--- config.mk ---
export PLATFORM = sky130hd
export DESIGN_NAME = branch_redirect_ctrl_flat
export DESIGN_NICKNAME = d
export VERILOG_FILES = /design/src/rtl/branch_redirect_ctrl_if.sv /design/src/rtl/branch_redirect_ctrl.sv /design/src/flat_wrapper.sv
export SDC_FILE = /design/constraint.sdc
export NUM_CORES = 1
export LEC_CHECK = 0
export ABC_AREA = 1
export BUFFER_PORTS_ARGS = -buffer_cell sky130_fd_sc_hd__buf_4
export CAP_MARGIN = 20
export CORE_ASPECT_RATIO = 0.8
export CORE_UTILIZATION = 45
export CTS_CLUSTER_DIAMETER = 50
export CTS_CLUSTER_SIZE = 40
export DETAILED_ROUTE_END_ITERATION = 12
export GPL_TIMING_DRIVEN = 0
export PLACE_DENSITY = 0.79
export SLEW_MARGIN = 20
export SYNTH_ARGS = -nofsm -noshare
export SYNTH_HDL_FRONTEND = slang
export SYNTH_SLANG_ARGS = --single-unit
--- constraint.sdc ---
create_clock -name clk -period 2 [get_ports clk]
set_input_delay 0.2 -clock clk [delete_from_list [all_inputs] [get_ports clk]]
set_output_delay 0.2 -clock clk [all_outputs]
set_load 0.05 [all_outputs]
--- src/rtl/branch_redirect_ctrl_if.sv ---
// Branch redirect bus: mispredict capture inputs from commit/branch queue,
// flush/stall to the pipeline, valid/ready redirect to fetch, and statistics.
//   slave  : the redirect controller (consumes mispredict, drives flush/redirect)
//   master : the surrounding pipeline (drives mispredict/redirect_ready)
interface branch_redirect_ctrl_if #(
    parameter int unsigned XLEN         = 32,
    parameter int unsigned ROB_IDX_BITS = 5,
    parameter int unsigned CNT_WIDTH    = 16
) ();
    logic                    mispredict;
    logic [XLEN-1:0]         mispredict_pc;
    logic [ROB_IDX_BITS-1:0] mispredict_rob;
    logic                    redirect_ready;
    logic                    flush;
    logic                    dispatch_stall;
    logic                    redirect_valid;
    logic [XLEN-1:0]         redirect_pc;
    logic [ROB_IDX_BITS-1:0] last_rob_idx;
    logic [CNT_WIDTH-1:0]    mispredict_count;

    modport slave (
        input  mispredict, mispredict_pc, mispredict_rob, redirect_ready,
        output flush, dispatch_stall, redirect_valid, redirect_pc, last_rob_idx,
               mispredict_count
    );

    modport master (
        output mispredict, mispredict_pc, mispredict_rob, redirect_ready,
        input  flush, dispatch_stall, redirect_valid, redirect_pc, last_rob_idx,
               mispredict_count
    );
endinterface

--- src/rtl/branch_redirect_ctrl.sv ---
// Branch redirect controller. On a mispredict seen while idle it captures the
// resolved target (word aligned) and ROB index, pulses flush for one cycle,
// idles DRAIN_CYCLES cycles, then holds a valid/ready redirect to fetch until
// accepted. Dispatch is stalled for the whole sequence.
// Ports:
//   clk  : clock, rising edge
//   rst  : asynchronous active-high reset
//   bus  : branch_redirect_ctrl_if.slave (mispredict in, flush/stall/redirect/stats out)
module branch_redirect_ctrl #(
    parameter int unsigned XLEN         = 32,
    parameter int unsigned ROB_IDX_BITS = 5,   // log2 of ROB entries
    parameter int unsigned DRAIN_CYCLES = 2,   // 0..255
    parameter int unsigned CNT_WIDTH    = 16
) (
    input logic                   clk,
    input logic                   rst,
    branch_redirect_ctrl_if.slave bus
);
    typedef enum logic [1:0] {StIdle, StFlush, StDrain, StRedirect} state_e;

    localparam int unsigned DrainLoadInt = (DRAIN_CYCLES > 0) ? DRAIN_CYCLES - 1 : 0;
    localparam logic [7:0]  DrainLoad    = 8'(DrainLoadInt);

    state_e                  state_q, state_d;
    logic [7:0]              drain_q, drain_d;
    logic [XLEN-1:0]         pc_q, pc_d;
    logic [ROB_IDX_BITS-1:0] rob_q, rob_d;
    logic [CNT_WIDTH-1:0]    cnt_q, cnt_d;
    logic                    flush_q, stall_q, valid_q;

    always_comb begin
        state_d = state_q;
        drain_d = drain_q;
        pc_d    = pc_q;
        rob_d   = rob_q;
        cnt_d   = cnt_q;
        unique case (state_q)
            StIdle: begin
                if (bus.mispredict) begin
                    state_d = StFlush;
                    // Fetch addresses are word aligned; drop the low two bits.
                    pc_d    = bus.mispredict_pc & ~XLEN'(3);
                    rob_d   = bus.mispredict_rob;
                    if (cnt_q != '1) begin
                        cnt_d = cnt_q + 1'b1;
                    end
                end
            end
            StFlush: begin
                if (DRAIN_CYCLES > 0) begin
                    state_d = StDrain;
                    drain_d = DrainLoad;
                end else begin
                    state_d = StRedirect;
                end
            end
            StDrain: begin
                // Loaded with DRAIN_CYCLES-1, so 0 marks the last drain cycle.
                if (drain_q == '0) begin
                    state_d = StRedirect;
                end else begin
                    drain_d = drain_q - 1'b1;
                end
            end
            StRedirect: begin
                if (bus.redirect_ready) begin
                    state_d = StIdle;
                end
            end
            default: state_d = StIdle;
        endcase
    end

    // Outputs are registered from the next state so they line up with it.
    always_ff @(posedge clk or posedge rst) begin
        if (rst) begin
            state_q <= StIdle;
            drain_q <= '0;
            pc_q    <= '0;
            rob_q   <= '0;
            cnt_q   <= '0;
            flush_q <= 1'b0;
            stall_q <= 1'b0;
            valid_q <= 1'b0;
        end else begin
            state_q <= state_d;
            drain_q <= drain_d;
            pc_q    <= pc_d;
            rob_q   <= rob_d;
            cnt_q   <= cnt_d;
            flush_q <= (state_d == StFlush);
            stall_q <= (state_d != StIdle);
            valid_q <= (state_d == StRedirect);
        end
    end

    assign bus.flush            = flush_q;
    assign bus.dispatch_stall   = stall_q;
    assign bus.redirect_valid   = valid_q;
    assign bus.redirect_pc      = pc_q;
    assign bus.last_rob_idx     = rob_q;
    assign bus.mispredict_count = cnt_q;
endmodule

--- src/flat_wrapper.sv ---
// flat-port wrapper written by rule: the top's interface ports become plain ports
module branch_redirect_ctrl_flat 
#(
    parameter int unsigned XLEN         = 32,
    parameter int unsigned ROB_IDX_BITS = 5,                         
    parameter int unsigned DRAIN_CYCLES = 2,            
    parameter int unsigned CNT_WIDTH    = 16
)
  (clk, rst, bus_mispredict, bus_mispredict_pc, bus_mispredict_rob, bus_redirect_ready, bus_flush, bus_dispatch_stall, bus_redirect_valid, bus_redirect_pc, bus_last_rob_idx, bus_mispredict_count);
  branch_redirect_ctrl_if #(.XLEN(XLEN), .ROB_IDX_BITS(ROB_IDX_BITS), .CNT_WIDTH(CNT_WIDTH)) bus_i ();
  input logic clk;
  input logic rst;
  input wire logic [$bits(bus_i.mispredict)-1:0] bus_mispredict;
  input wire logic [$bits(bus_i.mispredict_pc)-1:0] bus_mispredict_pc;
  input wire logic [$bits(bus_i.mispredict_rob)-1:0] bus_mispredict_rob;
  input wire logic [$bits(bus_i.redirect_ready)-1:0] bus_redirect_ready;
  output wire logic [$bits(bus_i.flush)-1:0] bus_flush;
  output wire logic [$bits(bus_i.dispatch_stall)-1:0] bus_dispatch_stall;
  output wire logic [$bits(bus_i.redirect_valid)-1:0] bus_redirect_valid;
  output wire logic [$bits(bus_i.redirect_pc)-1:0] bus_redirect_pc;
  output wire logic [$bits(bus_i.last_rob_idx)-1:0] bus_last_rob_idx;
  output wire logic [$bits(bus_i.mispredict_count)-1:0] bus_mispredict_count;
  assign bus_i.mispredict = bus_mispredict;
  assign bus_i.mispredict_pc = bus_mispredict_pc;
  assign bus_i.mispredict_rob = bus_mispredict_rob;
  assign bus_i.redirect_ready = bus_redirect_ready;
  assign bus_flush = bus_i.flush;
  assign bus_dispatch_stall = bus_i.dispatch_stall;
  assign bus_redirect_valid = bus_i.redirect_valid;
  assign bus_redirect_pc = bus_i.redirect_pc;
  assign bus_last_rob_idx = bus_i.last_rob_idx;
  assign bus_mispredict_count = bus_i.mispredict_count;
  branch_redirect_ctrl #(.XLEN(XLEN), .ROB_IDX_BITS(ROB_IDX_BITS), .DRAIN_CYCLES(DRAIN_CYCLES), .CNT_WIDTH(CNT_WIDTH)) u_core (.clk(clk), .rst(rst), .bus(bus_i));
endmodule
## Yosys cells after proc, flatten, opt, wreduce, memory -nomap -nowiden

Cells that the tools add are included.

| storage, ports and cells | value |
|---|---|
| flip-flop bits (word level) | 64 |
| input port bits | 41 |
| output and inout port bits | 56 |
| word-level logic and storage cells | 30 |

| cells by class | value |
|---|---|
| add/subtract/negate cells | 2 |
| eq/ne operators | 7 |
| multiplexer cells | 6 |
| reduce and logical (&&, ||, !) cells | 7 |

Operators with widths:

| operator | count |
|---|---|
| 16-bit by 1-bit adder with 16-bit output, second input constant | 1 |
| 16-bit != test, second input constant | 1 |
| 8-bit one-hot mux with 2 select lines | 1 |
| 8-bit zero test | 1 |
| 8-bit two-way mux | 1 |
| 2-bit one-hot mux with 4 select lines | 1 |
| 8-bit by 1-bit subtractor with 8-bit output, second input constant | 1 |
| 2-bit == test, second input constant | 3 |
| 2-bit two-way mux | 3 |
| 2-bit by 1-bit == test with 1-bit output, second input constant | 2 |
| 2-bit AND reduction | 2 |
| 2-bit nonzero test | 2 |
| 3-bit AND reduction | 1 |
| 2-bit zero test | 1 |
| 2-bit != test, second input constant | 1 |

## Depth between registers and ports, before layout

Gate-level depths: netlist (run 1).

| depth | value |
|---|---|
| depth after elaboration | 4 |
| mapped depth | 10 |
| mapped depth without buffers | 9 |

## Least setup slack after synthesis (run 1)

Ideal clock, no wire load.

| timing path | value |
|---|---|
| path kind | flip-flop to flip-flop |
| start point | reg u_core.cnt_q[0] (netlist: u_core.bus.mispredict_count[0]) |
| end point | reg u_core.cnt_q[0] (netlist: u_core.bus.mispredict_count[0]) |
| library setup time | 0.118 ns |
| arrival time | 1.648 ns |
| required time | 1.882 ns |
| slack | 0.234 ns |
| stages on the path, launching flop included | 10 |
| path buffers | 1 |
| period minus slack after synthesis | 1.766 ns |
| cell sequence | dfrtp_1 -> ha_1 -> nand3_2 -> inv_2 -> nand2_2 -> inv_2 -> a21oi_1 -> buf_2 -> nand2_1 -> nand2_1 |

| on the way | value |
|---|---|
| word-level cells in the longest chain between the ends | 2 |
| elaborated cells on any way between the ends | 3 |
| classes of those cells | 1 x add/sub; 1 x eq/ne; 1 x reduce/logical |

RTL lines:

| item | RTL line | text |
|---|---|---|
| start, declared | branch_redirect_ctrl.sv:28 | `logic [CNT_WIDTH-1:0] cnt_q, cnt_d;` |
| start signal, assigned | branch_redirect_ctrl.sv:90 | `cnt_q <= cnt_d;` |
| parallel branches: the longest is 2 deep, another holds 16-bit by 1-bit adder with 16-bit output | n/a |  |

Several ways; the timed one is not identified.
A chain may end at the register's enable or synchronous reset.

## Worst setup path in the final report (run 1)

| timing path | value |
|---|---|
| start point | reg u_core.cnt_q[0] (netlist: u_core.bus.mispredict_count[0]) |
| end point | reg u_core.cnt_q[9] (netlist: u_core.bus.mispredict_count[9]) |

Same word-level chain as after synthesis.

==> impl_metrics.ini, run 1 <==
[run_status]
status = finished, final reports clean

[worst_setup_path]
worst-path-stages = 9
cpMaxStageDelayCell = dfrtp_1
rr_startpoint = u_core.bus.mispredict_count[0]
cp.required_ns = 2.27
r2r-end = u_core.bus.mispredict_count[9]
worstSetupPathType = reg2reg
crit_fanout = 10
endpoint = u_core.bus.mispredict_count[9]
cp-end-kind = register
cpPeakStageDelay_ns = 0.46
crit_family = flip-flops
critPathBufInv = 3
reg2reg_depth = 9
crit_path_cell_trace = ha_1 > nand3_2 > inv_2 > nand2_2 > inv_2 > a21oi_1 > buf_2 > nand2_1 > nand2_1
ff2ff_setup_slack_ns = 0.22
start_kind = register
startpoint = u_core.bus.mispredict_count[0]
cp.arrival_ns = 2.05

[clock_tree]
clk_path_buf_depth = 2
clk_latency_ns = 0.33
cts_tree = built
clockRootBuffer = clkbuf_8
numCtsBuffers = 9
clkSinkCount = 64
path_clk_slew_ns = 0.07
cts_setup_buffers = 0
h-tree-depth = 3

[detailed_routing]
vias_per_cell = 4.77
drt_iter0_drc = 127
post_drt_wl_per_cell_um = 12.1
vias = 2718
routed_wl_um = 6900
drc = 0
drt-pass1-iter-count = 4
postRouteAntennaNets = 0

[finish]
drive_above_1_share_pct = 26.3
final_common_cell = nand2_1
nets = 524
layoutNonFillerInstCount = 570
area_delta_synth_final_pct = 35.2
antenna_cells = 0
layout_common_cells = nand2_1 (184), buf_4 (94), dfrtp_1 (64)

[synth]
ys_seq_area_share_pct = 53.9
ys_types = 26
ys_ff_latch = 64
syn_inst = 375
ys_warn_count = 0
netlist_area_um2 = 2970
avgSynthCellArea_um2 = 7.92

[global_route]
grt-ovfl-total = 0
grt_pass1_vias = 2418
antenna_found_initial = 0
track_usage_pct = 20.3
grt_pass1_wl_um = 10800
grt_max_degree = 35

[timing]
finalHoldViolations = 0
min_period_ns = 1.78
rsz0062_at_grt = false
setup_violations = 0
maxSlewViolCount = 0
post-route-period-util_pct = 88.8
setup_slack_ns = 0.224
finClkSkew_ns = 0.0110
max_freq_mhz = 563

[placement]
dp_hpwl_um = 5010
pre_cts_ws_ns = 0.254
gp_congestion = 0.841
numPortBuffers = 92
dp_cells = 553

[floorplanning]
io_pins = 97
start_util_pct = 46.6
die_x_um = 92.9
die_h_um = 74.7
die-area_um2 = 6930
rows = 26
coreArea_um2 = 6380

[power_and_ir_drop]
ir_worst_vdd_v = 0.000969
power_per_cell_area_nw_per_um2 = 1660
leakage_nw = 2.15
p_total_mw = 6.68

[worst_hold_path]
hp-class = in2reg
hold_start = bus_mispredict_pc[19]

[job]
drv_cap = 0
==> power breakdown <==
part           internal (mW)  switching (mW)
clock network          0.736           0.468
logic                  0.984            2.41
registers               1.78           0.304
==> logic make-up after synthesis <==
kind of cell	count (synthesis)	share of synthesized area, %
other cells	1	0.126
compound gates	17	2.91
flops	64	53.9
fa+ha+maj	2	0.842
buf+inv	37	5.43
simple gates	244	33.9
xor+xnor	10	2.95
==> Yosys cell counts <==
library cell | count | share of area, %
xnor2_1 | 6 | 1.8
conb_1 | 1 | 0.13
buf_2 | 6 | 1.0
nand2_1 | 184 | 23
inv_1 | 22 | 2.8
a21oi_1 | 1 | 0.17
clkbuf_1 | 2 | 0.25
nor2_1 | 22 | 2.8
buf_1 | 1 | 0.13
buf_6 | 1 | 0.38
nand3_2 | 1 | 0.34
nand2_4 | 1 | 0.38
nand3_1 | 19 | 3.2
and2_1 | 1 | 0.21
o21ai_0 | 13 | 2.2
o21ai_1 | 2 | 0.34
nor2_4 | 2 | 0.76
ha_1 | 2 | 0.84
dfrtp_1 | 64 | 54
xor2_1 | 4 | 1.2
a31oi_1 | 1 | 0.21
buf_4 | 2 | 0.51
inv_2 | 3 | 0.38
nor2_2 | 2 | 0.42
nand2_2 | 3 | 0.63
nand4_1 | 9 | 1.9
==> metal layers <==
| layer | wire length (µm) | vias up | track usage (%) |
|---|---|---|---|
| met3 | 537 | 10 | 7.98 |
| met1 | 3010 | 1244 | 25.8 |
| li1 | - | 1374 | - |
| met5 | 0 | - | 0 |
| met4 | 77 | 0 | 7.69 |
| met2 | 3270 | 90 | 31.9 |
==> stage by stage <==
step / utilization [%] / hold WS [ns] / TNS, ns / area [µm²]
after floorplan: - / 0.310 / 0 / 2980
after CTS: 63.0 / 0.0433 / 0 / 4020
after detailed placement: 59.5 / 0.230 / 0 / 3790
final: 63.0 / 0.0523 / 0 / 4020
after global routing: 63.0 / 0.0474 / 0 / 4020
after global placement: 59.1 / 0.393 / -36.85 / 3770
==> worst min path at each step <==
stage / endpoint / slack, ns / cells past startpoint
floorplan: u_core.bus.last_rob_idx[0] / 0.31 / 2
global placement: u_core.bus.redirect_pc[2] / 0.39 / 3
detailed placement: u_core.bus.last_rob_idx[3] / 0.23 / 2
CTS: u_core.bus.redirect_pc[19] / 0.04 / 3
global route: u_core.bus.redirect_pc[8] / 0.05 / 3
finish: u_core.bus.redirect_pc[19] / 0.05 / 3
==> worst reg2reg max path: stages (launching register included) <==
cell and delay [ns]:
dfrtp_1 0.46, ha_1 0.28, nand3_2 0.13, inv_2 0.06
nand2_2 0.08, inv_2 0.05, a21oi_1 0.24, buf_2 0.28
nand2_1 0.08, nand2_1 0.06
==> repair_timing <==
| action | in CTS | in global routing |
|---|---|---|
| hold buffers | 1 | 0 |
| gates resized for setup | 0 | 0 |
| hold endpoints to repair | 30 | 0 |
==> flip-flops by register name (all words and copies together) (netlist names) <==
name and flops:
u_core.bus.mispredict_count 16, u_core.drain_q 8, u_core.state_q 2, u_core.bus.flush 1, u_core.bus.dispatch_stall 1, u_core.bus.last_rob_idx 5, u_core.bus.redirect_valid 1, u_core.bus.redirect_pc 30
==> area by class of cell <==
class / instances / area (µm²)
Timing Repair Buffer: 94 / 721
Inverter: 25 / 96.3
Clock buffer: 13 / 149
Clock inverter: 3 / 65.1
Multi-Input combinational cell: 275 / 1210
Fill cell: 551 / 2360
Tap cell: 84 / 105
Sequential cell: 64 / 1600
Buffer: 12 / 67.6
Power figures use the tool's default switching activity.
==> run 2: changes to the inputs <==
Settings changed: CORE_UTILIZATION 45 to 40, CTS_BUF_LIST from default to sky130_fd_sc_hd__clkbuf_4, PLACE_DENSITY 0.79 to 0.72.
==> impl_metrics.ini, run 2 (same netlist as run 1, synthesis figures left out) <==
[timing]
setup_violations = 0
finalHoldViolations = 0
setup_slack_ns = 0.235
post-route-period-util_pct = 88.2
max_freq_mhz = 567
finClkSkew_ns = 0.0192
rsz0062_at_grt = false
maxSlewViolCount = 0
min_period_ns = 1.76
whs_ns = 0.163

[worst_setup_path]
ff2ff_setup_slack_ns = 0.24
cp-end-kind = register
startpoint = u_core.bus.mispredict_count[0]
crit_fanout = 10
cp.arrival_ns = 2.09
cp.required_ns = 2.33
reg2reg_depth = 9
rr_startpoint = u_core.bus.mispredict_count[0]
r2r-end = u_core.bus.mispredict_count[8]
start_kind = register
worstSetupPathType = reg2reg

[power_and_ir_drop]
ir_worst_vdd_v = 0.000939
leakage_nw = 2.26
power_per_cell_area_nw_per_um2 = 1490

[worst_hold_path]
hp-class = in2reg
hold_depth = 4
hold_start = bus_redirect_ready
whs_endpoint = u_core.state_q[1]

[floorplanning]
io_pins = 97
die_h_um = 79.1
die-area_um2 = 7780
rows = 27
die_x_um = 98.4
start_util_pct = 42.3
coreArea_um2 = 7030

[global_route]
track_usage_pct = 20.5
antenna_found_initial = 0
grt_max_degree = 48
grt_pass1_vias = 2733
grt_pass1_wl_um = 12600
grt-ovfl-total = 0

[placement]
numPortBuffers = 92
pre_cts_ws_ns = 0.279
gp_congestion = 0.845
dp_hpwl_um = 5030

[run_status]
violations = DRC
status = finished with violations

[finish]
area_delta_synth_final_pct = 44.5
largest_reg_flops = 30
nets = 559
drive_above_1_share_pct = 24.8
antenna_cells = 0
layout_common_cells = nand2_1 (184), buf_4 (94), dfrtp_1 (64)
final_common_cell = nand2_1

[clock_tree]
clkSinkCount = 64
cts_tree = built
clk_latency_ns = 0.40
numCtsBuffers = 9
h-tree-depth = 3
cts_setup_buffers = 0
clockRootBuffer = clkbuf_4
clk_path_buf_depth = 2
path_clk_slew_ns = 0.09
cts_resized = 0

[detailed_routing]
drt-pass1-iter-count = 8
routed_wl_um = 7390
drt_iter0_drc = 86
post_drt_wl_per_cell_um = 12.2
postRouteAntennaNets = 0
vias_per_cell = 4.68
vias = 2844
drc = 8

[job]
drv_cap = 0
[run 2: cell types whose count changed in the layout (fill, tap and decap cells not counted), sizes merged]
cell / delta
bufinv: -1
clkinv: +3
dlygate4sd3: +35
clkbuf: -2
[run 2: worst max path at each step]
stage / end / slack [ns] / cells past startpoint
global placement: u_core.bus.mispredict_count[1] / -0.64 / 2
global route: u_core.bus.mispredict_count[8] / 0.07 / 9
floorplan: u_core.bus.dispatch_stall / 0.20 / 1
CTS: u_core.bus.mispredict_count[8] / 0.25 / 9
detailed placement: u_core.bus.mispredict_count[3] / 0.28 / 9
finish: u_core.bus.mispredict_count[8] / 0.24 / 9
[run 2: worst max-delay path, stage by stage, from the launching register on]
cell,delay (ns)
dfrtp_1,0.47
ha_1,0.27
nand3_2,0.13
inv_2,0.06
nand2_2,0.08
inv_2,0.04
a21oi_1,0.24
buf_2,0.28
nand2_1,0.08
nand2_1,0.06
[run 2: repair_timing]
item	4_1_cts	5_1_grt
endpoints found under the hold margin	51	1
hold buffers	35	1
endpoints found under the setup margin	0	0
[run 2: cell type report]
cell class	count	area, µm²
Buffer	12	67.6
Multi-Input combinational cell	275	1210
Tap cell	87	109
Clock buffer	11	82.6
Inverter	25	96.3
Timing Repair Buffer	129	1080
Clock inverter	5	47.5
Fill cell	612	2730
Sequential cell	64	1600
[run 2: where the power goes]
| group | switching [mW] | internal (mW) |
|---|---|---|
| clock network | 0.435 | 0.398 |
| registers | 0.318 | 1.77 |
| logic | 2.44 | 1.03 |
| total | 3.19 | 3.20 |
[run 2: through the flow]
step	std cells	util (%)	area, µm²	total power [mW]	setup TNS (ns)
after detailed placement	556	54.1	3800	5.52	0
after floorplan	376	-	2980	4.47	0
final	608	61.1	4300	6.39	0
after global placement	555	53.7	3770	5.43	-40.51
after global routing	608	61.1	4300	6.84	0
after CTS	607	61.0	4290	6.43	0
[run 2: metal layers]
metal,up-vias,GRT usage (%),part of all wire [%]
met5,-,0,0
li1,1443,-,-
met3,9,4.93,5.5
met4,0,6.12,0.97
met1,1320,26.6,46
met2,72,34.4,48
